## src/rtl/uart_pic_tx.sv

```systemverilog
// uart_pic_tx: on a start pulse, reads the picture RAM from address 0 to
// IMAGE_SIZE-1 and sends every byte on the UART TX line as 8N1, LSB first.
// Optional feature macro: UART_PIC_TX_CHECKSUM_EN appends one extra frame
// carrying the mod-256 sum of all image bytes.
module uart_pic_tx #(
    parameter int CLK_FREQ   = 50_000_000,
    parameter int UART_BPS   = 9600,
    parameter int IMAGE_SIZE = 10000,
    parameter int ADDR_W     = 14
) (
    input  logic              sys_clk,
    input  logic              sys_rst_n,
    input  logic              start,
    output logic              rd_en,
    output logic [ADDR_W-1:0] rd_addr,
    input  logic [7:0]        rd_data,
    output logic              tx,
    output logic              busy,
    output logic              done
);

    localparam int BAUD_CNT_MAX = CLK_FREQ / UART_BPS;
    localparam int BAUD_W       = (BAUD_CNT_MAX > 1) ? $clog2(BAUD_CNT_MAX) : 1;
    localparam logic [BAUD_W-1:0] BAUD_LAST = BAUD_W'(BAUD_CNT_MAX - 1);
    localparam logic [ADDR_W-1:0] LAST_ADDR = ADDR_W'(IMAGE_SIZE - 1);
    localparam logic [3:0]        STOP_BIT  = 4'd9;

    typedef enum logic [1:0] {
        IDLE  = 2'd0,
        FETCH = 2'd1,
        LOAD  = 2'd2,
        SEND  = 2'd3
    } state_t;

    state_t              r_state;
    state_t              w_state_next;
    logic [BAUD_W-1:0]   r_baud_cnt;
    logic [3:0]          r_bit_cnt;
    logic [7:0]          r_shift;
    logic [ADDR_W-1:0]   r_addr;
    logic                r_tx;
    logic                r_busy;
    logic                r_done;
    logic                w_rd_en;
    logic                w_bit_end;
    logic                w_frame_end;
    logic                w_last_addr;
`ifdef UART_PIC_TX_CHECKSUM_EN
    logic [7:0]          r_csum;
    logic                r_csum_frame;
`endif

    assign w_bit_end   = (r_state == SEND) && (r_baud_cnt == BAUD_LAST);
    assign w_frame_end = w_bit_end && (r_bit_cnt == STOP_BIT);
    assign w_last_addr = (r_addr == LAST_ADDR);

    assign rd_en   = w_rd_en;
    assign rd_addr = r_addr;
    assign tx      = r_tx;
    assign busy    = r_busy;
    assign done    = r_done;

    // State register.
    always_ff @(posedge sys_clk or negedge sys_rst_n) begin
        if (!sys_rst_n) r_state <= IDLE;
        else            r_state <= w_state_next;
    end

    // Next-state decode and RAM read strobe.
    always_comb begin
        w_state_next = r_state;
        w_rd_en      = 1'b0;
        case (r_state)
            IDLE:  if (start) w_state_next = FETCH;
            FETCH: begin
                w_rd_en      = 1'b1;
                w_state_next = LOAD;
            end
            LOAD:  w_state_next = SEND;
            SEND: begin
                if (w_frame_end) begin
                    if (!w_last_addr) begin
                        w_state_next = FETCH;
                    end else begin
`ifdef UART_PIC_TX_CHECKSUM_EN
                        // The checksum is already on-chip, so its frame
                        // starts right after the last image stop bit.
                        w_state_next = r_csum_frame ? IDLE : SEND;
`else
                        w_state_next = IDLE;
`endif
                    end
                end
            end
            default: w_state_next = IDLE;
        endcase
    end

    // Serializer datapath: address, shift register, bit/baud counters, line.
    always_ff @(posedge sys_clk or negedge sys_rst_n) begin
        if (!sys_rst_n) begin
            r_baud_cnt <= '0;
            r_bit_cnt  <= '0;
            r_shift    <= '0;
            r_addr     <= '0;
            r_tx       <= 1'b1;
            r_busy     <= 1'b0;
            r_done     <= 1'b0;
`ifdef UART_PIC_TX_CHECKSUM_EN
            r_csum       <= '0;
            r_csum_frame <= 1'b0;
`endif
        end else begin
            r_done <= 1'b0;
            case (r_state)
                IDLE: begin
                    r_tx <= 1'b1;
                    if (start) begin
                        r_addr <= '0;
                        r_busy <= 1'b1;
`ifdef UART_PIC_TX_CHECKSUM_EN
                        r_csum       <= '0;
                        r_csum_frame <= 1'b0;
`endif
                    end
                end
                FETCH: begin
                    r_tx <= 1'b1;
                end
                LOAD: begin
                    r_shift    <= rd_data;
                    r_tx       <= 1'b0;
                    r_baud_cnt <= '0;
                    r_bit_cnt  <= '0;
`ifdef UART_PIC_TX_CHECKSUM_EN
                    r_csum <= r_csum + rd_data;
`endif
                end
                SEND: begin
                    if (!w_bit_end) begin
                        r_baud_cnt <= r_baud_cnt + BAUD_W'(1);
                    end else begin
                        r_baud_cnt <= '0;
                        if (r_bit_cnt != STOP_BIT) begin
                            // Present the next bit: data LSB first, then stop.
                            r_bit_cnt <= r_bit_cnt + 4'd1;
                            r_tx      <= (r_bit_cnt == 4'd8) ? 1'b1 : r_shift[r_bit_cnt[2:0]];
                        end else if (!w_last_addr) begin
                            r_addr <= r_addr + ADDR_W'(1);
                        end else begin
`ifdef UART_PIC_TX_CHECKSUM_EN
                            if (!r_csum_frame) begin
                                r_shift      <= r_csum;
                                r_tx         <= 1'b0;
                                r_bit_cnt    <= '0;
                                r_csum_frame <= 1'b1;
                            end else begin
                                r_done <= 1'b1;
                                r_busy <= 1'b0;
                            end
`else
                            r_done <= 1'b1;
                            r_busy <= 1'b0;
`endif
                        end
                    end
                end
                default: r_tx <= 1'b1;
            endcase
        end
    end

endmodule
```

## config.mk

```make
export PLATFORM = sky130hd
export DESIGN_NAME = uart_pic_tx
export DESIGN_NICKNAME = d
export VERILOG_FILES = /design/src/rtl/uart_pic_tx.sv
export SDC_FILE = /design/constraint.sdc
export NUM_CORES = 1
export LEC_CHECK = 0
export CAP_MARGIN = 20
export CORE_MARGIN = 2
export CORE_UTILIZATION = 51
export DETAILED_ROUTE_END_ITERATION = 8
export PLACE_DENSITY = 0.86
export SYNTH_ARGS = -nofsm -noshare
export SYNTH_HDL_FRONTEND = slang
export SYNTH_SLANG_ARGS = --single-unit
```

## constraint.sdc

```tcl
create_clock -name sys_clk -period 1.8 [get_ports sys_clk]
set_clock_uncertainty 0.1 [all_clocks]
set_input_delay 0.36 -clock sys_clk [delete_from_list [all_inputs] [get_ports sys_clk]]
set_output_delay 0.36 -clock sys_clk [all_outputs]
set_load 0.005 [all_outputs]
```

==> impl_metrics.ini <==
[setup_path]
crit_chain = ha_4, buf_8, clkinvlp_4, a41oi_4, buf_6, a41oi_1, a31oi_1
crit_path_end_kind = flop
critical_path_arrival_ps = 2160
cp-startpoint = r_state[0]
rr_endpoint = rd_addr[4]
cp_slowest_cell = dfrtp_2
crit_buf_inv = 3
r2r_start = r_state[0]
critPathKind = reg2reg
path_delay_family = compound AO/OA/AOI/OAI gates
crit_required_ps = 1910
critPathLaunchType = flop
r2r_setup_slack_ps = -250
slowest_delay_ps = 450
worstPathMaxFanout = 9
reg2regPathDepth = 7

[finish]
utilization = 0.827
syn_to_final_growth_pct = 54.8
nets = 370
drive_gt1_frac = 0.434
fin_area_sq_um = 3930

[timing]
fin_crit_ps = 2050
fmaxAchievable_ghz = 0.488
finalMaxSlewViolations = 0
tns_ps = -2940
max-slew-margin-rel = 0.618
whs_ps = 439
finalSetupViolCount = 29
fin_ws_ps = -248
tightest_slew_ps = 568
rsz0062_at_grt = yes
final.period_utilization = 1.14
hold_viol = 0

[worst_hold_path]
worstHoldPathType = reg2reg
hp-start = r_shift[5]
worstHoldEndpoint = r_shift[5]
worstHoldPathCells = 1

[cts]
cts_tree = built
cts_buffers = 5
cts.path.max_buffers = 2
cts-htree-levels = 2
root_buffer = clkbuf_8
cts_sinks = 44
clkLatencyLatePin_ps = 310
clkTransAtPathRegs_ps = 90

[floorplan]
die-area_sq_um = 5560
rows = 25
core_area_sq_um = 4750
fp.dieW_um = 74.6
boundaryPins = 29
die_h_um = 74.6
initial_utilization = 0.534

[detailed_routing]
dr.pass1.iters = 5
vias = 3028
routedWlPerCell_um = 26.1
drcViolationCount = 0
vias_per_cell = 7.24
routed_wl_um = 10900
drtIter0Drc = 578
ant_nets = 0

[logic_synthesis]
yosysWarnings = 0
yosysTopAreaCellShare = 0.424
async_reset_ff_frac = 1.00
synthTopCellsByCount = dfrtp_1, nand2_1, a31oi_1
synthFlopType = dfrtp_1
post-synth-top-area-cell = dfrtp_1
yosysSeqAreaShare = 0.434
synth_edf_count = 0
synth.most_common_cell = dfrtp_1
yosys.area_share.simple = 0.212
yosys-top-cells-area = dfrtp_1, ha_1, mux2_2, a31oi_1, a41oi_1
synth_mux_area_frac = 0.0779
synthAdderAreaFrac = 0.0493
synth_compound_area_frac = 0.176
syn-num-nets = 267
synth_area_per_cell_sq_um = 10.3
syn-instance-count = 246
synth-xor-area-share = 0.0207
yosysUniqueCellTypes = 48
mappedNetlistArea_sq_um = 2540
synth-seq-cells = 44
synth_top_family_by_area = simple AND/OR/NAND/NOR gates

[grt]
grt_pass1_wl_um = 13600
grt_util_met1 = 0.415
use_met2 = 0.548
grt.busiest_layer = met2
grt_antenna_before_repair = 1
grt_start_max_net_pins = 45
grt_usage = 0.331
overflow = 0
groute.layer.met3.usage = 0.0732
grt_pass1_vias = 2625

[placed_design]
gp_congestion = 0.830
dpl_cell_area_sq_um = 3340
place_hpwl_um = 4860
portBuffers = 28

[pwr]
netSwitchingFraction = 0.407
ir_drop_v = 0.000986
pwr_density_cell_nw_per_um2 = 1080
power.switching_uw = 1740
pwr-share-seq = 0.308
p_clk_frac = 0.159
combPwrFrac = 0.533
p_int_uw = 2530
leakage_uw = 0.00179

[status]
violations = setup timing
status = finished with violations

[flow_run]
max-cap-violations = 0
==> repair_timing <==
action                     in CTS  in global routing
gates cloned                    1                  0
hold endpoints to repair       43                  0
hold buffers                    1                  0
setup endpoints to repair      26                 40
pin swaps                      11                 22
setup buffers                   9                  8
resized for setup              43                 50
==> state kept, by name, indices dropped and copies added (netlist names) <==
register	count
rd_addr	14
done	1
tx	1
r_state	2
r_bit_cnt	4
busy	1
r_baud_cnt	13
r_shift	8
==> placed cells by master (no fill, tap or decap), types with 4 or more instances in the layout <==
| cell | count |
|---|---|
| a22o_1 | 4 |
| dlymetal6s2s_1 | 4 |
| clkbuf_8 | 6 |
| ha_1 | 6 |
| nand4_1 | 11 |
| clkdlybuf4s50_1 | 17 |
| buf_4 | 58 |
| nand2b_1 | 5 |
| nor2_1 | 7 |
| dfrtp_2 | 5 |
| buf_6 | 18 |
| mux2_2 | 9 |
| a31oi_1 | 14 |
| nand2_1 | 17 |
| nand3_1 | 8 |
| dfrtp_1 | 38 |
| and3_1 | 6 |
| o21ai_0 | 6 |
| o21ai_1 | 4 |
| dlygate4sd2_1 | 5 |
| mux2i_1 | 4 |
| a41oi_2 | 7 |
==> final cells by class <==
type | count | area (sq um)
tap | 67 | 83.8
multi-input combinational | 183 | 1630
clock inverter | 1 | 7.51
sequential | 44 | 1110
antenna | 1 | 2.50
clock buffer | 7 | 86.3
inverter | 7 | 30.0
timing repair buffer | 108 | 977
fill | 225 | 825
==> logic make-up (layout without fill, tap and decap cells) <==
family                   count (synthesis)  after routing
flip-flops                              44             44
AND/OR/NAND/NOR                         88             88
buffers and inverters                   19            123
XOR/XNOR                                 6              6
AO/OA/AOI/OAI                           63             63
multiplexers                            16             16
other                                    0              1
adder cells (fa/ha/maj)                 10             10
==> how the worst max path moves through the flow <==
stage / to / cells past startpoint
2_1_floorplan: rd_addr[5] / 7
3_3_place_gp: rd_addr[5] / 5
3_5_place_dp: rd_addr[7] / 5
4_1_cts: rd_addr[7] / 2
5_1_grt: tx / 7
6_report: rd_addr[4] / 7
==> power groups by stage <==
stage | combinational, uW | sequential (uW) | clock, uW
after global routing | 2330 | 1320 | 716
after global placement | 1510 | 1260 | 0
final | 2270 | 1310 | 678
after detailed placement | 1600 | 1280 | 0
after CTS | 1840 | 1280 | 670
after floorplan | 905 | 1260 | 0
==> stage by stage <==
step | cells | setup WS, ps | total power [uW]
after floorplan | 246 | -47.2 | 2170
after global placement | 390 | -142 | 2770
after detailed placement | 390 | -172 | 2880
after CTS | 409 | -29.2 | 3790
after global routing | 418 | -259 | 4370
final | 418 | -248 | 4260
==> per-layer routing <==
layer  wire [um]  part of all wire
met1        3840              0.35
met4         737             0.067
met2        5060              0.46
met3        1280              0.12
met5           0                 0
==> worst reg2reg max path, stage by stage (launching register included) <==
cell        delay (ps)
dfrtp_2            450
ha_4               200
buf_8              160
clkinvlp_4         190
a41oi_4            300
buf_6              190
a41oi_1            140
a31oi_1            230
No activity file was read; power rests on OpenSTA's default activity.
